`src/rtl/kbd_pkg.sv`:
```
// Shared constants, FSM state encoding and FIFO entry layout for the keyboard event sequencer.
package kbd_pkg;

    localparam logic [7:0] PS2_EXT   = 8'hE0;
    localparam logic [7:0] PS2_BRK   = 8'hF0;
    localparam logic [7:0] SC_LSHIFT = 8'h12;
    localparam logic [7:0] SC_RSHIFT = 8'h59;

    typedef enum logic [2:0] {
        S_IDLE,
        S_EXT,
        S_BRK,
        S_LOOK,
        S_PUSH
    } state_t;

    // rpt marks a make of the key that is already held ("repeat" is reserved in SV)
    typedef struct packed {
        logic [7:0] scan;
        logic [7:0] ascii;
        logic       brk;
        logic       ext;
        logic       rpt;
    } evt_t;

endpackage

```
`src/rtl/kbd_evt_fifo.sv`:
```
// Synchronous FIFO of key events. A write while full is accepted only when
// a pop happens in the same cycle; an empty FIFO never bypasses a write to its output.
module kbd_evt_fifo
    import kbd_pkg::*;
#(
    parameter int DEPTH = 4
) (
    input  logic clk,
    input  logic rst_n,
    input  logic wr_en,
    input  evt_t wr_data,
    output logic full,
    input  logic rd_en,
    output evt_t rd_data,
    output logic empty
);

    localparam int AW = (DEPTH > 1) ? $clog2(DEPTH) : 1;

    evt_t          mem [DEPTH];
    logic [AW-1:0] wr_ptr;
    logic [AW-1:0] rd_ptr;
    logic [AW:0]   count;
    logic          do_rd;
    logic          do_wr;

    assign full    = (count == (AW+1)'(DEPTH));
    assign empty   = (count == '0);
    assign do_rd   = rd_en & ~empty;
    assign do_wr   = wr_en & (~full | do_rd);
    assign rd_data = empty ? '0 : mem[rd_ptr];

    // Storage array; contents are only observable through the empty-gated read port.
    always_ff @(posedge clk) begin
        if (do_wr) mem[wr_ptr] <= wr_data;
    end

    // Pointers wrap naturally because DEPTH is a power of two.
    always_ff @(posedge clk or negedge rst_n) begin
        if (!rst_n) begin
            wr_ptr <= '0;
            rd_ptr <= '0;
            count  <= '0;
        end else begin
            if (do_wr) wr_ptr <= wr_ptr + AW'(1);
            if (do_rd) rd_ptr <= rd_ptr + AW'(1);
            case ({do_wr, do_rd})
                2'b10:   count <= count + (AW+1)'(1);
                2'b01:   count <= count - (AW+1)'(1);
                default: count <= count;
            endcase
        end
    end

endmodule

```
`src/rtl/kbd_event_sequencer.sv`:
```
// PS/2 set-2 byte sequencer: strips E0/F0 prefixes, drives the external
// scancode->ASCII ROM, tracks the held key and press count, queues events.
// Optional build macro: KBD_SHIFT_EN (shift-key tracking, uppercases a..z).
//
// state  | meaning
// S_IDLE | waiting for first byte of a code
// S_EXT  | E0 seen, waiting for F0 or scancode
// S_BRK  | F0 seen, waiting for scancode
// S_LOOK | lut_code presented, ROM data settling
// S_PUSH | writing event into FIFO (stalls while full)
module kbd_event_sequencer
    import kbd_pkg::*;
#(
    parameter int FIFO_DEPTH = 4,
    parameter int CNT_W      = 8
) (
    input  logic             clk,
    input  logic             rst_n,
    input  logic             ps2_valid,
    input  logic [7:0]       ps2_data,
    output logic             ps2_ready,
    output logic [7:0]       lut_code,
    input  logic [7:0]       lut_ascii,
    output logic             evt_valid,
    input  logic             evt_ready,
    output logic [7:0]       evt_scan,
    output logic [7:0]       evt_ascii,
    output logic             evt_break,
    output logic             evt_ext,
    output logic             evt_repeat,
    output logic             key_held,
    output logic [CNT_W-1:0] press_cnt
);

    state_t     state;
    logic       ext_q;
    logic       brk_q;
    logic [8:0] held_id;
    logic [8:0] cur_id;
    logic       is_rpt;
    logic [7:0] ascii_v;
    logic       accept;
    logic       push;
    logic       pop;
    logic       fifo_full;
    logic       fifo_empty;
    evt_t       entry;
    evt_t       head;
`ifdef KBD_SHIFT_EN
    logic       shl_q;
    logic       shr_q;
`endif

    assign accept = ps2_valid & ps2_ready;
    assign pop    = evt_ready & ~fifo_empty;

    // Build the event for the code currently on lut_code; only meaningful in S_PUSH.
    always_comb begin
        cur_id  = {ext_q, lut_code};
        is_rpt  = ~brk_q & key_held & (cur_id == held_id);
        ascii_v = ext_q ? 8'h00 : lut_ascii;
`ifdef KBD_SHIFT_EN
        if ((shl_q | shr_q) && (ascii_v >= 8'h61) && (ascii_v <= 8'h7A))
            ascii_v = ascii_v - 8'h20;
`endif
        entry = '{scan: lut_code, ascii: ascii_v, brk: brk_q, ext: ext_q, rpt: is_rpt};
        push  = (state == S_PUSH) & (~fifo_full | pop);
    end

    // Prefix decode, lookup sequencing and held-key/press bookkeeping.
    always_ff @(posedge clk or negedge rst_n) begin
        if (!rst_n) begin
            state     <= S_IDLE;
            ps2_ready <= 1'b0;
            lut_code  <= '0;
            ext_q     <= 1'b0;
            brk_q     <= 1'b0;
            key_held  <= 1'b0;
            held_id   <= '0;
            press_cnt <= '0;
`ifdef KBD_SHIFT_EN
            shl_q     <= 1'b0;
            shr_q     <= 1'b0;
`endif
        end else begin
            case (state)
                S_IDLE, S_EXT, S_BRK: begin
                    ps2_ready <= 1'b1;
                    if (accept) begin
                        if (ps2_data == PS2_EXT) begin
                            // a second E0, or E0 after F0, changes nothing
                            if (state == S_IDLE) begin
                                ext_q <= 1'b1;
                                state <= S_EXT;
                            end
                        end else if (ps2_data == PS2_BRK) begin
                            brk_q <= 1'b1;
                            state <= S_BRK;
                        end else begin
                            lut_code  <= ps2_data;
                            ps2_ready <= 1'b0;
                            state     <= S_LOOK;
                        end
                    end
                end
                S_LOOK: state <= S_PUSH;
                S_PUSH: begin
                    if (push) begin
                        if (!brk_q) begin
                            if (!is_rpt) begin
                                press_cnt <= press_cnt + CNT_W'(1);
                                held_id   <= cur_id;
                                key_held  <= 1'b1;
                            end
                        end else if (key_held && (cur_id == held_id)) begin
                            key_held <= 1'b0;
                        end
`ifdef KBD_SHIFT_EN
                        if (!ext_q && (lut_code == SC_LSHIFT)) shl_q <= ~brk_q;
                        if (!ext_q && (lut_code == SC_RSHIFT)) shr_q <= ~brk_q;
`endif
                        ext_q     <= 1'b0;
                        brk_q     <= 1'b0;
                        ps2_ready <= 1'b1;
                        state     <= S_IDLE;
                    end
                end
                default: begin
                    ps2_ready <= 1'b0;
                    state     <= S_IDLE;
                end
            endcase
        end
    end

    kbd_evt_fifo #(.DEPTH(FIFO_DEPTH)) u_fifo (
        .clk     (clk),
        .rst_n   (rst_n),
        .wr_en   (push),
        .wr_data (entry),
        .full    (fifo_full),
        .rd_en   (pop),
        .rd_data (head),
        .empty   (fifo_empty)
    );

    assign evt_valid  = ~fifo_empty;
    assign evt_scan   = head.scan;
    assign evt_ascii  = head.ascii;
    assign evt_break  = head.brk;
    assign evt_ext    = head.ext;
    assign evt_repeat = head.rpt;

endmodule

```
`config.mk`:
```
export PLATFORM = sky130hd
export DESIGN_NAME = kbd_event_sequencer
export DESIGN_NICKNAME = d
export VERILOG_FILES = /design/src/rtl/kbd_pkg.sv /design/src/rtl/kbd_evt_fifo.sv /design/src/rtl/kbd_event_sequencer.sv
export SDC_FILE = /design/constraint.sdc
export NUM_CORES = 1
export LEC_CHECK = 0
export CAP_MARGIN = 25
export CORE_MARGIN = 2
export CORE_UTILIZATION = 56
export CTS_CLUSTER_SIZE = 12
export DETAILED_ROUTE_END_ITERATION = 10
export MAX_ROUTING_LAYER = met4
export PLACE_DENSITY = 0.8
export SYNTH_ARGS = -nofsm -noshare
export SYNTH_HDL_FRONTEND = slang
export SYNTH_SLANG_ARGS = --single-unit
```
`constraint.sdc`:
```
create_clock -name clk -period 3.4 [get_ports clk]
set_input_delay 0.68 -clock clk [delete_from_list [all_inputs] [get_ports clk]]
set_output_delay 0.68 -clock clk [all_outputs]
set_load 0.03 [all_outputs]
```
* Yosys cells after proc, flatten, opt, wreduce, memory -nomap -nowiden
Memory sizes are Yosys's and may differ from the RTL's.
Index checks and enable logic that the tools add are counted.
W data, S select, Z words.
** Word-level totals
- Register bits after elaboration :: 39
- Bits in writable memories :: 76
- Bits of input ports :: 20
- Output and inout port bits :: 38
- Word-level logic and storage cells :: 93
- Memories :: 1
** Cells by class
- $add $sub $neg :: 5
- Eq/ne operators :: 19
- Mux-type cells :: 28
- Bitwise gates (word level) :: 16
- Reduce and logical (&&, ||, !) cells :: 13
** Memories
- u_fifo.mem :: depth 4, width 19, rd ports 1, clocked after Yosys merged registers in 0, wr ports 1, RTL line kbd_evt_fifo.sv:20 : evt_t mem [DEPTH];
** Operators by type and width (count)
- $mux W19 :: 1
- $mux W1 :: 17
- $eq A8 B8 Y1 const B :: 2
- $mux W3 :: 4
- $ne A2 B2 Y1 const B :: 6
- $reduce_and A4 Y1 :: 3
- $reduce_and A5 Y1 :: 2
- $eq A9 B9 Y1 :: 1
- $pmux W3 S3 :: 1
- $add A8 B1 Y8 const B :: 1
- $mux W8 :: 1
- $and A1 B1 Y1 :: 7
- $not A1 Y1 :: 7
- $eq A3 B2 Y1 const B :: 2
- $eq A3 B3 Y1 const B :: 2
- $logic_not A3 Y1 :: 2
- $pmux W3 S2 :: 1
- $add A2 B1 Y2 const B :: 2
- $ne A2 B1 Y1 const B :: 2
- $pmux W1 S2 :: 2
- $reduce_bool A2 Y1 :: 2
- $add A3 B1 Y3 const B :: 1
- $eq A3 B1 Y1 const B :: 1
- $ne A3 B3 Y1 const B :: 1
- other kinds (9) :: 10

* Longest topological paths before layout
Gate-level depths: netlist (run 1).
- Depth after elaboration :: 8
- Mapped depth :: 11
- Gate-level depth less buffers :: 9

* Hierarchy
A second synthesis (run 1) with hierarchy kept.
** Second synthesis, totals
- Cell total of the unflattened synthesis :: 294
- Area, all modules :: 4916.0 um^2
** Modules (own cells, without submodules)
- kbd_evt_fifo :: instances 1, cells each 159, area each 3298.2 um^2, seq. area each 2457.4 um^2
- kbd_event_sequencer :: instances 1, cells each 135, area each 1617.8 um^2, seq. area each 800.8 um^2

* Least setup slack after synthesis (run 1)
OpenSTA, ideal clock, no wires.
- Path kind :: input-to-reg
- Start point :: input evt_ready
- End point :: register u_fifo.count[2]
- Setup time :: 79 ps
- Arrival time :: 2606 ps
- Required time :: 3321 ps
- Slack :: 715 ps
- Stages :: 10
- Buffers on the path :: 1
- Cells stage by stage :: or4b_1 nor2b_2 clkbuf_1 inv_2 ha_1 inv_1 fa_1 xor2_1 nor2_1 xor2_1
** Between the ends
- Longest elaborated chain between the ends :: 6
- Elaborated cells on any way between the ends :: 10
- Those cells by class :: eq/ne: 2; mux: 1; bitwise: 6; reduce/logical: 1
** Ends and longest elaborated chain
- start: declaration :: RTL line kbd_event_sequencer.sv:25 : input logic evt_ready,
- $and A1 B1 Y1 * :: RTL line kbd_event_sequencer.sv:55 : assign pop = evt_ready & ~fifo_empty;
- $or A1 B1 Y1 / $and A1 B1 Y1 (equally long branches) :: RTL line kbd_event_sequencer.sv:67, kbd_evt_fifo.sv:29
- $and A1 B1 Y1 / $or A1 B1 Y1 (equally long branches) :: RTL line kbd_event_sequencer.sv:67, kbd_evt_fifo.sv:30
- $and A1 B1 Y1 :: RTL line kbd_evt_fifo.sv:30 : assign do_wr = wr_en & (~full | do_rd);
- $eq A2 B1 Y1 / $eq A2 B2 Y1 (equally long branches) :: RTL line kbd_evt_fifo.sv:47 : case ({do_wr, do_rd})
- $pmux W3 S2 / $reduce_bool A2 Y1 (equally long branches)
- end signal: assignment :: RTL line kbd_evt_fifo.sv:48 : 2'b10: count <= count + (AW+1)'(1);
- end signal: assignment :: RTL line kbd_evt_fifo.sv:49 : 2'b01: count <= count - (AW+1)'(1);
- end signal: assignment :: RTL line kbd_evt_fifo.sv:50 : default: count <= count;
- end: declaration :: RTL line kbd_evt_fifo.sv:23 : logic [AW:0] count;
Mark *: on every way between the ends. The rest lies on a longest branch, timed or not.
A chain may end at the register's enable or synchronous reset.

* Final worst setup path (run 1)
- Start point :: register u_fifo.rd_ptr[0]
- End point :: output evt_scan[1]
** Between the ends
- Longest elaborated chain between the ends :: 2
** Ends and longest elaborated chain
- start: declaration :: RTL line kbd_evt_fifo.sv:22 : logic [AW-1:0] rd_ptr;
- start signal: assignment :: RTL line kbd_evt_fifo.sv:46 : if (do_rd) rd_ptr <= rd_ptr + AW'(1);
- $mem_v2 Z4 W19
- $mux W19 :: RTL line kbd_evt_fifo.sv:31 : assign rd_data = empty ? '0 : mem[rd_ptr];
- end: declaration :: RTL line kbd_event_sequencer.sv:26 : output logic [7:0] evt_scan,
Every way passes these cells.

==> results of run 1 <==
[stage by stage]
stage / power (W) / hold WS [ps] / util, % / setup slack, ps / instance area, µm²
2_1_floorplan: 0.00366 / 384 / - / 715 / 4920
3_3_place_gp: 0.00438 / 457 / 64.9 / 323 / 5600
3_5_place_dp: 0.00444 / 460 / 64.9 / 305 / 5600
4_1_cts: 0.00617 / 297 / 71.4 / 127 / 6170
5_1_grt: 0.00643 / 343 / 71.4 / 23.7 / 6170
6_report: 0.00611 / 280 / 71.4 / 173 / 6170
[routing by layer]
layer / share of wire (%) / vias to the layer above / track usage (%)
met5: 0 / - / -
met2: 51 / 92 / 36.8
met3: 4.1 / 12 / 7.16
met4: 1.4 / 0 / 6.20
li1: - / 1281 / -
met1: 44 / 1435 / 28.7
[logic make-up (layout without fill, tap and decap cells)]
| group | after synthesis | count (layout) | synth area share [%] |
|---|---|---|---|
| DFF | 115 | 115 | 66.2 |
| muxes | 32 | 32 | 12.2 |
| adders and majority gates | 7 | 7 | 1.93 |
| and+or+nand+nor | 92 | 92 | 11.5 |
| xor gates and xnor gates | 20 | 20 | 3.56 |
| AOI/OAI and AO/OA | 22 | 22 | 2.67 |
| buffers and inverters | 21 | 104 | 1.93 |
[state kept, by name, summed over array words and instances (netlist names)]
| name | cells |
|---|---|
| ext_q | 1 |
| u_fifo.mem | 76 |
| u_fifo.count | 3 |
| state | 3 |
| held_id | 9 |
| u_fifo.rd_ptr | 2 |
| key_held | 1 |
| brk_q | 1 |
| u_fifo.wr_ptr | 2 |
| press_cnt | 8 |
| ps2_ready | 1 |
| lut_code | 8 |
[cell usage after synthesis (4+ instances only)]
| library cell | count |
|---|---|
| mux2_1 | 5 |
| o21ai_1 | 7 |
| mux4_2 | 19 |
| and2b_1 | 8 |
| buf_2 | 4 |
| dfrtp_1 | 39 |
| inv_1 | 9 |
| a21oi_1 | 5 |
| nand2_1 | 22 |
| nand3_1 | 4 |
| o21ai_0 | 4 |
| ha_1 | 6 |
| mux2_4 | 7 |
| xnor2_1 | 13 |
| xor2_1 | 7 |
| and2_1 | 24 |
| nand2b_1 | 4 |
| edfxtp_1 | 76 |
| clkbuf_1 | 5 |
| nor2_1 | 6 |
[cell type report]
type	count	area share, %
Sequential cell	115	52.8
Timing Repair Buffer	62	9.78
Clock buffer	19	6.84
Tap cell	108	2.19
Clock inverter	13	2.29
Multi-Input combinational cell	173	25.4
Inverter	10	0.609
[cell usage in the layout (no fill, tap or decap), drive strengths merged, types with 5 or more instances in the layout]
cell / instances
and2: 24
dfrtp: 39
mux2: 12
clkdlybuf4s50: 56
nand3: 5
xnor2: 13
nor2: 6
xor2: 7
clkinv: 8
mux4: 19
o21ai: 11
nand2: 22
ha: 6
and2b: 8
inv: 10
edfxtp: 76
nor4: 6
clkbuf: 19
buf: 6
a21oi: 5
[critical path, stage by stage, from the launching register on]
cell and delay (ps):
dfrtp_1 320, buf_4 370, mux4_2 570, and2_1 180, clkdlybuf4s50_1 600
[how the worst min path moves through the flow]
| stage | depth (start not counted) | to | slack (ps) |
|---|---|---|---|
| 6_report | 1 | u_fifo.wr_ptr[0]$_DFFE_PN0P_ | 280 |
| 3_3_place_gp | 1 | press_cnt[7]$_DFFE_PN0P_ | 460 |
| 5_1_grt | 1 | u_fifo.wr_ptr[0]$_DFFE_PN0P_ | 340 |
| 4_1_cts | 1 | u_fifo.wr_ptr[0]$_DFFE_PN0P_ | 300 |
| 2_1_floorplan | 0 | brk_q$_DFFE_PN0P_ | 380 |
| 3_5_place_dp | 1 | press_cnt[7]$_DFFE_PN0P_ | 460 |
[power by group]
group          internal [W]  switching, W
clock network       0.00110      0.000579
logic               0.00106       0.00121
registers           0.00184      0.000317
==> reports/metrics.cfg, run 1 <==
[die]
core.rowCount=34
ioPinCount=58
dieArea_mm2=0.00956
die_y_um=97.8
die_w_um=97.8
core_area_mm2=0.00864
initial_core_util_pct=57.0

[critical_path]
startpoint_type=flop
worstSetupPathType=reg2out
rrSetupSlack_ps=870
startpoint=u_fifo.rd_ptr[0]$_DFFE_PN0P_
r2r_end=u_fifo.mem[0][1]$_DFFE_PP_
cp_max_fo=21
arrival_ps=2550
cp.required_ps=2720
rr_worst_depth=3
timing.rr.start=state[2]$_DFFE_PN0P_
endpoint_kind=output port
cp-endpoint=evt_scan[1]

[finish]
drive_above_1_share_pct=17.6
nets=406
regArea_mm2=0.00326
fin_cells=500
num_antenna_cells=0
area_delta_synth_final_pct=25.3
fillerInstances=565
multiInputGateArea_mm2=0.00157

[synthesis]
yosys.cell_types.count=46
synth_edf_count=76
ys_seq_area_share_pct=66.2
ys_async_sr_fraction_pct=33.9
yosysTopAreaCellShare_pct=46.4
ys_warn_count=0
syn_inst=309
synth_top_area_cell=edfxtp_1
ys_seq_elements=115
syn_area_mm2=0.00492
synth_nets=336
syn_area_per_cell_um2=15.9
ys.flop_type=edfxtp_1
netlist_top_cells_area=edfxtp_1 46%, dfrtp_1 20%, mux4_2 8.7%, and2_1 3.1%, xnor2_1 2.3%

[clock_tree]
htreeDepth=4
clkLatencyLatePin_ps=510
clock-root-buffer=clkbuf_8
cts_buffers=17
cts.sinks=115
clk_pin_slew_ps=60
cts_tree=yes
clockBufferDepth=2
post-cts-setup-buffers=0
cts_hold_buffers=0
cts_resized=0

[power_and_ir_drop]
leakagePower_nw=2.28
peakVddDrop_mv=0.550
pwr_density_cell_mw_per_mm2=991

[drt]
routed_wl_um=9510
viasPerCell=5.64
vias=2820
wire_per_inst_um=19.0
dr.pass1.iters=4
first_iter_violations=139
drt.antenna.violating_nets=0
drc=0

[sta]
finalHoldViolCount=0
timing.final.crit_share_pct=94.9
clock.fmax_mhz=310
setup-violations-final=0
relSlewSlack_pct=32.8
worst_pin_slew_ps=1010
clock_skew_ps=9.12
rsz0062_at_grt=false
fin_setup_tns_ps=0
period_minus_slack_ps=3230
finalMaxSlewViolations=0

[place]
dp_hpwl_um=5460
placement.io_buffers=57
place_inst=468
place_congestion=0.846

[min_path]
hp-class=in2async

[global_routing]
antenna_found_initial=0
overflow=0
grt_pass1_wl_um=15900
grt_max_degree=40
first_global_vias=2938
grtUsageTotal_pct=22.9

[job]
cap_viol_max_count=0

[outcome]
outcome=finished, final reports clean

Note: power is estimated with default switching activity, not from simulation.
==> run 2, diff against run 1 <==
--- a/config.mk
+++ b/config.mk
@@ -6,12 +6,11 @@
 export NUM_CORES = 1
 export LEC_CHECK = 0
 export CAP_MARGIN = 25
-export CORE_MARGIN = 2
-export CORE_UTILIZATION = 56
+export CORE_UTILIZATION = 55
 export CTS_CLUSTER_SIZE = 12
 export DETAILED_ROUTE_END_ITERATION = 10
 export MAX_ROUTING_LAYER = met4
-export PLACE_DENSITY = 0.8
+export PLACE_DENSITY = 0.79
 export SYNTH_ARGS = -nofsm -noshare
 export SYNTH_HDL_FRONTEND = slang
 export SYNTH_SLANG_ARGS = --single-unit
==> run 2 against run 1 <==
Against the previous run:
- clock skew is essentially flat
- sequential share of layout area is essentially flat
- fmax is essentially flat
- flip-flop and latch count is the same
- non-clock buffer count is the same
- combinational power is essentially flat
- global-route usage shrank 0.97 points
- final cell count is the same
- critical path depth is the same
- power shrank 1.1%
- register-to-register slack lost 50 ps
- design area is essentially flat
- critical endpoint is now evt_scan[0]
- largest cell class unchanged
- largest power group unchanged
==> reports/metrics.cfg, run 2 (synthesis gave the netlist of run 1 again) <==
[global_routing]
overflow=0  ; unchanged
grt_max_degree=40  ; unchanged
grt_pass1_wl_um=14900  ; -6.4%
antenna_found_initial=0  ; unchanged
grtUsageTotal_pct=22.0  ; -0.97 points
first_global_vias=2949  ; +0.37%

[die]
core.rowCount=34  ; unchanged
ioPinCount=58  ; unchanged
core_area_mm2=0.00868  ; +0.49%
die_w_um=96.6  ; -1.2%
die_y_um=96.6  ; -1.2%
initial_core_util_pct=56.7  ; -0.28 points
dieArea_mm2=0.00933  ; -2.3%

[critical_path]
endpoint_kind=output port
critPathMaxStageDelay_ps=590  ; about the same
rr_worst_depth=3  ; unchanged
crit_buf_inv=2  ; unchanged
cp_max_fo=21  ; unchanged
timing.rr.start=state[2]$_DFFE_PN0P_
cp_cell_sequence=buf_4 -> mux4_2 -> and2_1 -> clkdlybuf4s50_1
path_delay_family=buffers and inverters
startpoint_type=flop
rrSetupSlack_ps=820  ; -50 ps
cpMaxStageDelayCell=clkdlybuf4s50_1
worstSetupPathType=reg2out
cp.required_ps=2720  ; about the same
arrival_ps=2550  ; about the same
r2r_end=u_fifo.mem[2][13]$_DFFE_PP_

[clock_tree]
cts_hold_buffers=0  ; unchanged
htreeDepth=4  ; unchanged
cts_tree=yes
cts_buffers=17  ; unchanged
clockBufferDepth=2  ; unchanged
cts.sinks=115  ; unchanged
post-cts-setup-buffers=0  ; unchanged
clock-root-buffer=clkbuf_8
clk_pin_slew_ps=60  ; about the same
clkLatencyLatePin_ps=510  ; about the same
cts_resized=0  ; unchanged

[sta]
rsz0062_at_grt=false
fin_setup_tns_ps=0  ; unchanged
period_minus_slack_ps=3230  ; +1.63 ps
clock.fmax_mhz=310  ; about the same
finalMaxSlewViolations=0  ; unchanged
timing.final.crit_share_pct=95.0  ; about the same
layout_setup_ws_ps=172  ; -1.63 ps
relSlewSlack_pct=33.0  ; +0.18 points
clock_skew_ps=8.94  ; -0.188 ps
worst_hold_slack_ps=271  ; -8.70 ps
worst_pin_slew_ps=1010  ; -2.76 ps
finalHoldViolCount=0  ; unchanged
setup-violations-final=0  ; unchanged

[finish]
multiInputGateArea_mm2=0.00157  ; unchanged
largest_reg_flops=76  ; unchanged
final_area_mm2=0.00616  ; about the same
drive_above_1_share_pct=18.1  ; +0.51 points
nets=406  ; unchanged
fillerInstances=586  ; +3.7%
regArea_mm2=0.00326  ; unchanged
regMostFlops=u_fifo.mem
reg_top3=u_fifo.mem (76), held_id (9)
num_antenna_cells=0  ; unchanged
area_delta_synth_final_pct=25.2  ; about the same
final_cell_mix=76 x edfxtp_1, 56 x clkdlybuf4s50_1, 39 x dfrtp_1
layout_commonest_cell=edfxtp_1

[power_and_ir_drop]
leakagePower_nw=2.26  ; -0.81%
pwr_density_cell_mw_per_mm2=981  ; -1.0%
peakVddDrop_mv=0.591  ; +7.4%

[place]
placed_area_mm2=0.00560  ; unchanged
post-place-ws_ps=256  ; -49.3 ps
place_congestion=0.801  ; -5.3%
placement.io_buffers=57  ; unchanged
dp_hpwl_um=5620  ; +2.9%

[drt]
dr.pass1.iters=4  ; unchanged
wire_per_inst_um=17.9  ; -5.8%
drt.antenna.violating_nets=0  ; unchanged
drc=0  ; unchanged
vias=2778  ; -1.5%
first_iter_violations=159  ; +14%
viasPerCell=5.56  ; -1.5%
routed_wl_um=8960  ; -5.8%

[min_path]
hp-class=in2async

[job]
cap_viol_max_count=0  ; unchanged

[outcome]
outcome=finished, final reports clean

-- run 2: worst max path at each step --
stage | slack (ps) | endpoint | startpoint | cells past startpoint
3_3_place_gp | 340 | u_fifo.count[2]$_DFFE_PN0P_ | evt_ready | 10
5_1_grt | 60 | evt_scan[0] | u_fifo.rd_ptr[0]$_DFFE_PN0P_ | 4
3_5_place_dp | 260 | u_fifo.count[2]$_DFFE_PN0P_ | evt_ready | 10
4_1_cts | 120 | evt_scan[0] | u_fifo.rd_ptr[0]$_DFFE_PN0P_ | 4
2_1_floorplan | 720 | u_fifo.count[2]$_DFFE_PN0P_ | evt_ready | 10
6_report | 170 | evt_scan[0] | u_fifo.rd_ptr[0]$_DFFE_PN0P_ | 4
-- run 2: layer usage --
layer  vias to the layer above  share of wire, %  global-route usage (%)
met1                      1394                44                    27.0
met4                         0               1.8                    11.4
met2                        75                51                    34.3
met3                        22               3.7                    5.06
met5                         -                 0                       -
li1                       1287                 -                       -
-- run 2: cell type report --
class,count,share of cell area (%)
multi-input cells,173,25.5
flip-flops and latches,115,52.9
repair buffers,62,9.79
clock inverters,14,2.27
clock buffers,18,6.78
inverters,10,0.609
well taps,108,2.19
-- run 2: worst reg2reg max path: stages (launching register included) --
cell	delay, ps
dfrtp_1	480
or3b_4	450
nor2b_2	400
and2_1	870
-- run 2: stage by stage --
stage / cells / util (%) / total power [W]
finish: 500 / 71.0 / 0.00604
floorplan: 309 / - / 0.00366
global route: 500 / 71.0 / 0.00633
CTS: 500 / 71.0 / 0.00609
global placement: 468 / 64.6 / 0.00436
detailed placement: 468 / 64.6 / 0.00443
-- run 2: power breakdown --
group / total [W] / internal [W] / switching, W
Clock: 0.00164 / 0.00103 / 0.000608
Combinational: 0.00224 / 0.00106 / 0.00118
Sequential: 0.00216 / 0.00184 / 0.000322
Total: 0.00604 / 0.00393 / 0.00211
==> run 3, diff against run 2 <==
--- a/config.mk
+++ b/config.mk
@@ -5,12 +5,14 @@
 export SDC_FILE = /design/constraint.sdc
 export NUM_CORES = 1
 export LEC_CHECK = 0
+export ABC_CLOCK_PERIOD_IN_PS = 3400
 export CAP_MARGIN = 25
 export CORE_UTILIZATION = 55
+export CTS_CLUSTER_DIAMETER = 60
 export CTS_CLUSTER_SIZE = 12
 export DETAILED_ROUTE_END_ITERATION = 10
 export MAX_ROUTING_LAYER = met4
-export PLACE_DENSITY = 0.79
+export PLACE_DENSITY_LB_ADDON = 0.05
 export SYNTH_ARGS = -nofsm -noshare
 export SYNTH_HDL_FRONTEND = slang
 export SYNTH_SLANG_ARGS = --single-unit
==> run 3 against run 2 <==
Against the previous run:
- die area did not move
- first-iteration DRC count fell by 7.5%
- via count barely moved
- clock skew barely moved
- largest cell class unchanged
==> reports/metrics.cfg, run 3 (synthesis gave the netlist of run 1 again) <==
[finish]
num_antenna_cells=0  ; unchanged
nets=409  ; +0.74%
layout_commonest_cell=edfxtp_1
final_area_mm2=0.00620  ; +0.69%
largest_reg_flops=76  ; unchanged
drive_above_1_share_pct=19.2  ; +1.1 points
regArea_mm2=0.00326  ; unchanged
reg_top3=u_fifo.mem (76), held_id (9)
final_cell_mix=76 x edfxtp_1, 56 x clkdlybuf4s50_1, 39 x dfrtp_1
area_delta_synth_final_pct=26.0
regMostFlops=u_fifo.mem
fillerInstances=577  ; -1.5%
multiInputGateArea_mm2=0.00157  ; unchanged

[drt]
first_iter_violations=147  ; -7.5%
vias=2779  ; +0.036%
drt.antenna.violating_nets=0  ; unchanged
viasPerCell=5.52  ; -0.56%
routed_wl_um=9050  ; +1.0%
drc=0  ; unchanged
dr.pass1.iters=4  ; unchanged
wire_per_inst_um=18.0  ; +0.41%

[clock_tree]
clock-root-buffer=clkbuf_8
cts_tree=yes
post-cts-setup-buffers=0  ; unchanged
cts_buffers=17  ; unchanged
cts.sinks=115  ; unchanged
clockBufferDepth=2  ; unchanged
clkLatencyLatePin_ps=500  ; about the same
clk_pin_slew_ps=50  ; about the same
cts_hold_buffers=0  ; unchanged
htreeDepth=4  ; unchanged
cts_resized=0  ; unchanged

[critical_path]
timing.rr.start=u_fifo.count[0]$_DFFE_PN0P_
rr_worst_depth=9  ; +6
cp_max_fo=21  ; unchanged
worstSetupPathType=reg2out
crit_buf_inv=2  ; unchanged
path_delay_family=buffers and inverters
rrSetupSlack_ps=1010  ; +190 ps
startpoint=u_fifo.rd_ptr[0]$_DFFE_PN0P_
cp_cell_sequence=buf_4 -> mux4_2 -> and2_1 -> clkdlybuf4s50_1
r2r_end=u_fifo.count[2]$_DFFE_PN0P_
cp.depth=4  ; unchanged
cpMaxStageDelayCell=clkdlybuf4s50_1
cp.required_ps=2720  ; about the same
startpoint_type=flop
arrival_ps=2540  ; about the same
critPathMaxStageDelay_ps=590  ; about the same
endpoint_kind=output port

[global_routing]
grtUsageTotal_pct=21.9  ; about the same
grt_pass1_wl_um=14900  ; about the same
grt_max_degree=40  ; unchanged
overflow=0  ; unchanged
first_global_vias=2949  ; unchanged
antenna_found_initial=0  ; unchanged

[power_and_ir_drop]
pwr_density_cell_mw_per_mm2=984  ; +0.36%
swShare_pct=34.3  ; -0.64 points
seq_power_share_pct=35.2  ; -0.6 points
p_switching_w=0.00210  ; -0.80%
peakVddDrop_mv=0.604  ; +2.2%
clockPowerShare_pct=27.9  ; +0.8 points
leakagePower_nw=2.30  ; +1.9%
intPower_w=0.00401  ; +2.1%
pwr-share-comb_pct=36.9  ; -0.2 points

[sta]
worst_hold_slack_ps=301  ; +30.2 ps
timing.final.crit_share_pct=94.8  ; -0.19 points
fin_setup_tns_ps=0  ; unchanged
layout_setup_ws_ps=178  ; +6.40 ps
clock.fmax_mhz=310  ; +0.20%
relSlewSlack_pct=34.1  ; +1.1 points
finalMaxSlewViolations=0  ; unchanged
finalHoldViolCount=0  ; unchanged
rsz0062_at_grt=false
clock_skew_ps=8.67  ; -0.270 ps
worst_pin_slew_ps=989  ; -16.2 ps
setup-violations-final=0  ; unchanged
period_minus_slack_ps=3220  ; -6.40 ps

[place]
placed_area_mm2=0.00563  ; +0.40%
post-place-ws_ps=373  ; +117 ps
dp_hpwl_um=5630  ; +0.23%
placement.io_buffers=57  ; unchanged
place_congestion=0.829  ; +3.5%

[die]
initial_core_util_pct=56.7  ; unchanged
die_y_um=96.6  ; unchanged
core_area_mm2=0.00868  ; unchanged
ioPinCount=58  ; unchanged
die_w_um=96.6  ; unchanged
dieArea_mm2=0.00933  ; unchanged
core.rowCount=34  ; unchanged

[min_path]
hp-class=in2async

[job]
cap_viol_max_count=0  ; unchanged

[outcome]
outcome=finished, final reports clean

-- run 3: power by group through the flow --
stage	clock network [W]	logic [W]	registers (W)
5_1_grt	0.00180	0.00242	0.00219
3_3_place_gp	0	0.00224	0.00216
3_5_place_dp	0	0.00226	0.00217
4_1_cts	0.00173	0.00228	0.00216
6_report	0.00170	0.00225	0.00215
2_1_floorplan	0	0.00145	0.00221
-- run 3: final cells by class --
type,instances,area share [%]
Timing Repair Buffer,65,10.1
Inverter,10,0.605
Multi-Input combinational cell,173,25.3
Clock buffer,17,6.68
Sequential cell,115,52.5
Clock inverter,15,2.64
Tap cell,108,2.18
-- run 3: worst max path at each step --
stage | slack [ps] | endpoint
after global routing | 30 | evt_scan[2]
after CTS | 120 | evt_repeat
after floorplan | 720 | u_fifo.count[2]$_DFFE_PN0P_
after detailed placement | 370 | u_fifo.count[2]$_DFFE_PN0P_
after global placement | 420 | u_fifo.count[2]$_DFFE_PN0P_
final | 180 | evt_scan[2]
-- run 3: metal layers --
metal  wire (µm)  track usage [%]  up-vias
met5           0                -        -
met4         104             7.35        0
met3         270             6.29        9
met2        4780             35.9       62
met1        3900             26.4     1410
li1            -                -     1298
-- run 3: through the flow --
stage / utilization (%) / instances / total power (W)
after floorplan: - / 309 / 0.00366
after detailed placement: 64.8 / 471 / 0.00444
final: 71.5 / 503 / 0.00611
after CTS: 71.5 / 503 / 0.00617
after global routing: 71.5 / 503 / 0.00642
after global placement: 64.8 / 471 / 0.00440
-- run 3: worst reg2reg max path, stage by stage (launching register included) --
cell and delay [ps]:
dfrtp_1 410, or4b_1 620, nor2b_2 220, inv_2 60, ha_1 180, inv_1 60, fa_1 370, xor2_1 150
nor2_1 110, xor2_1 140
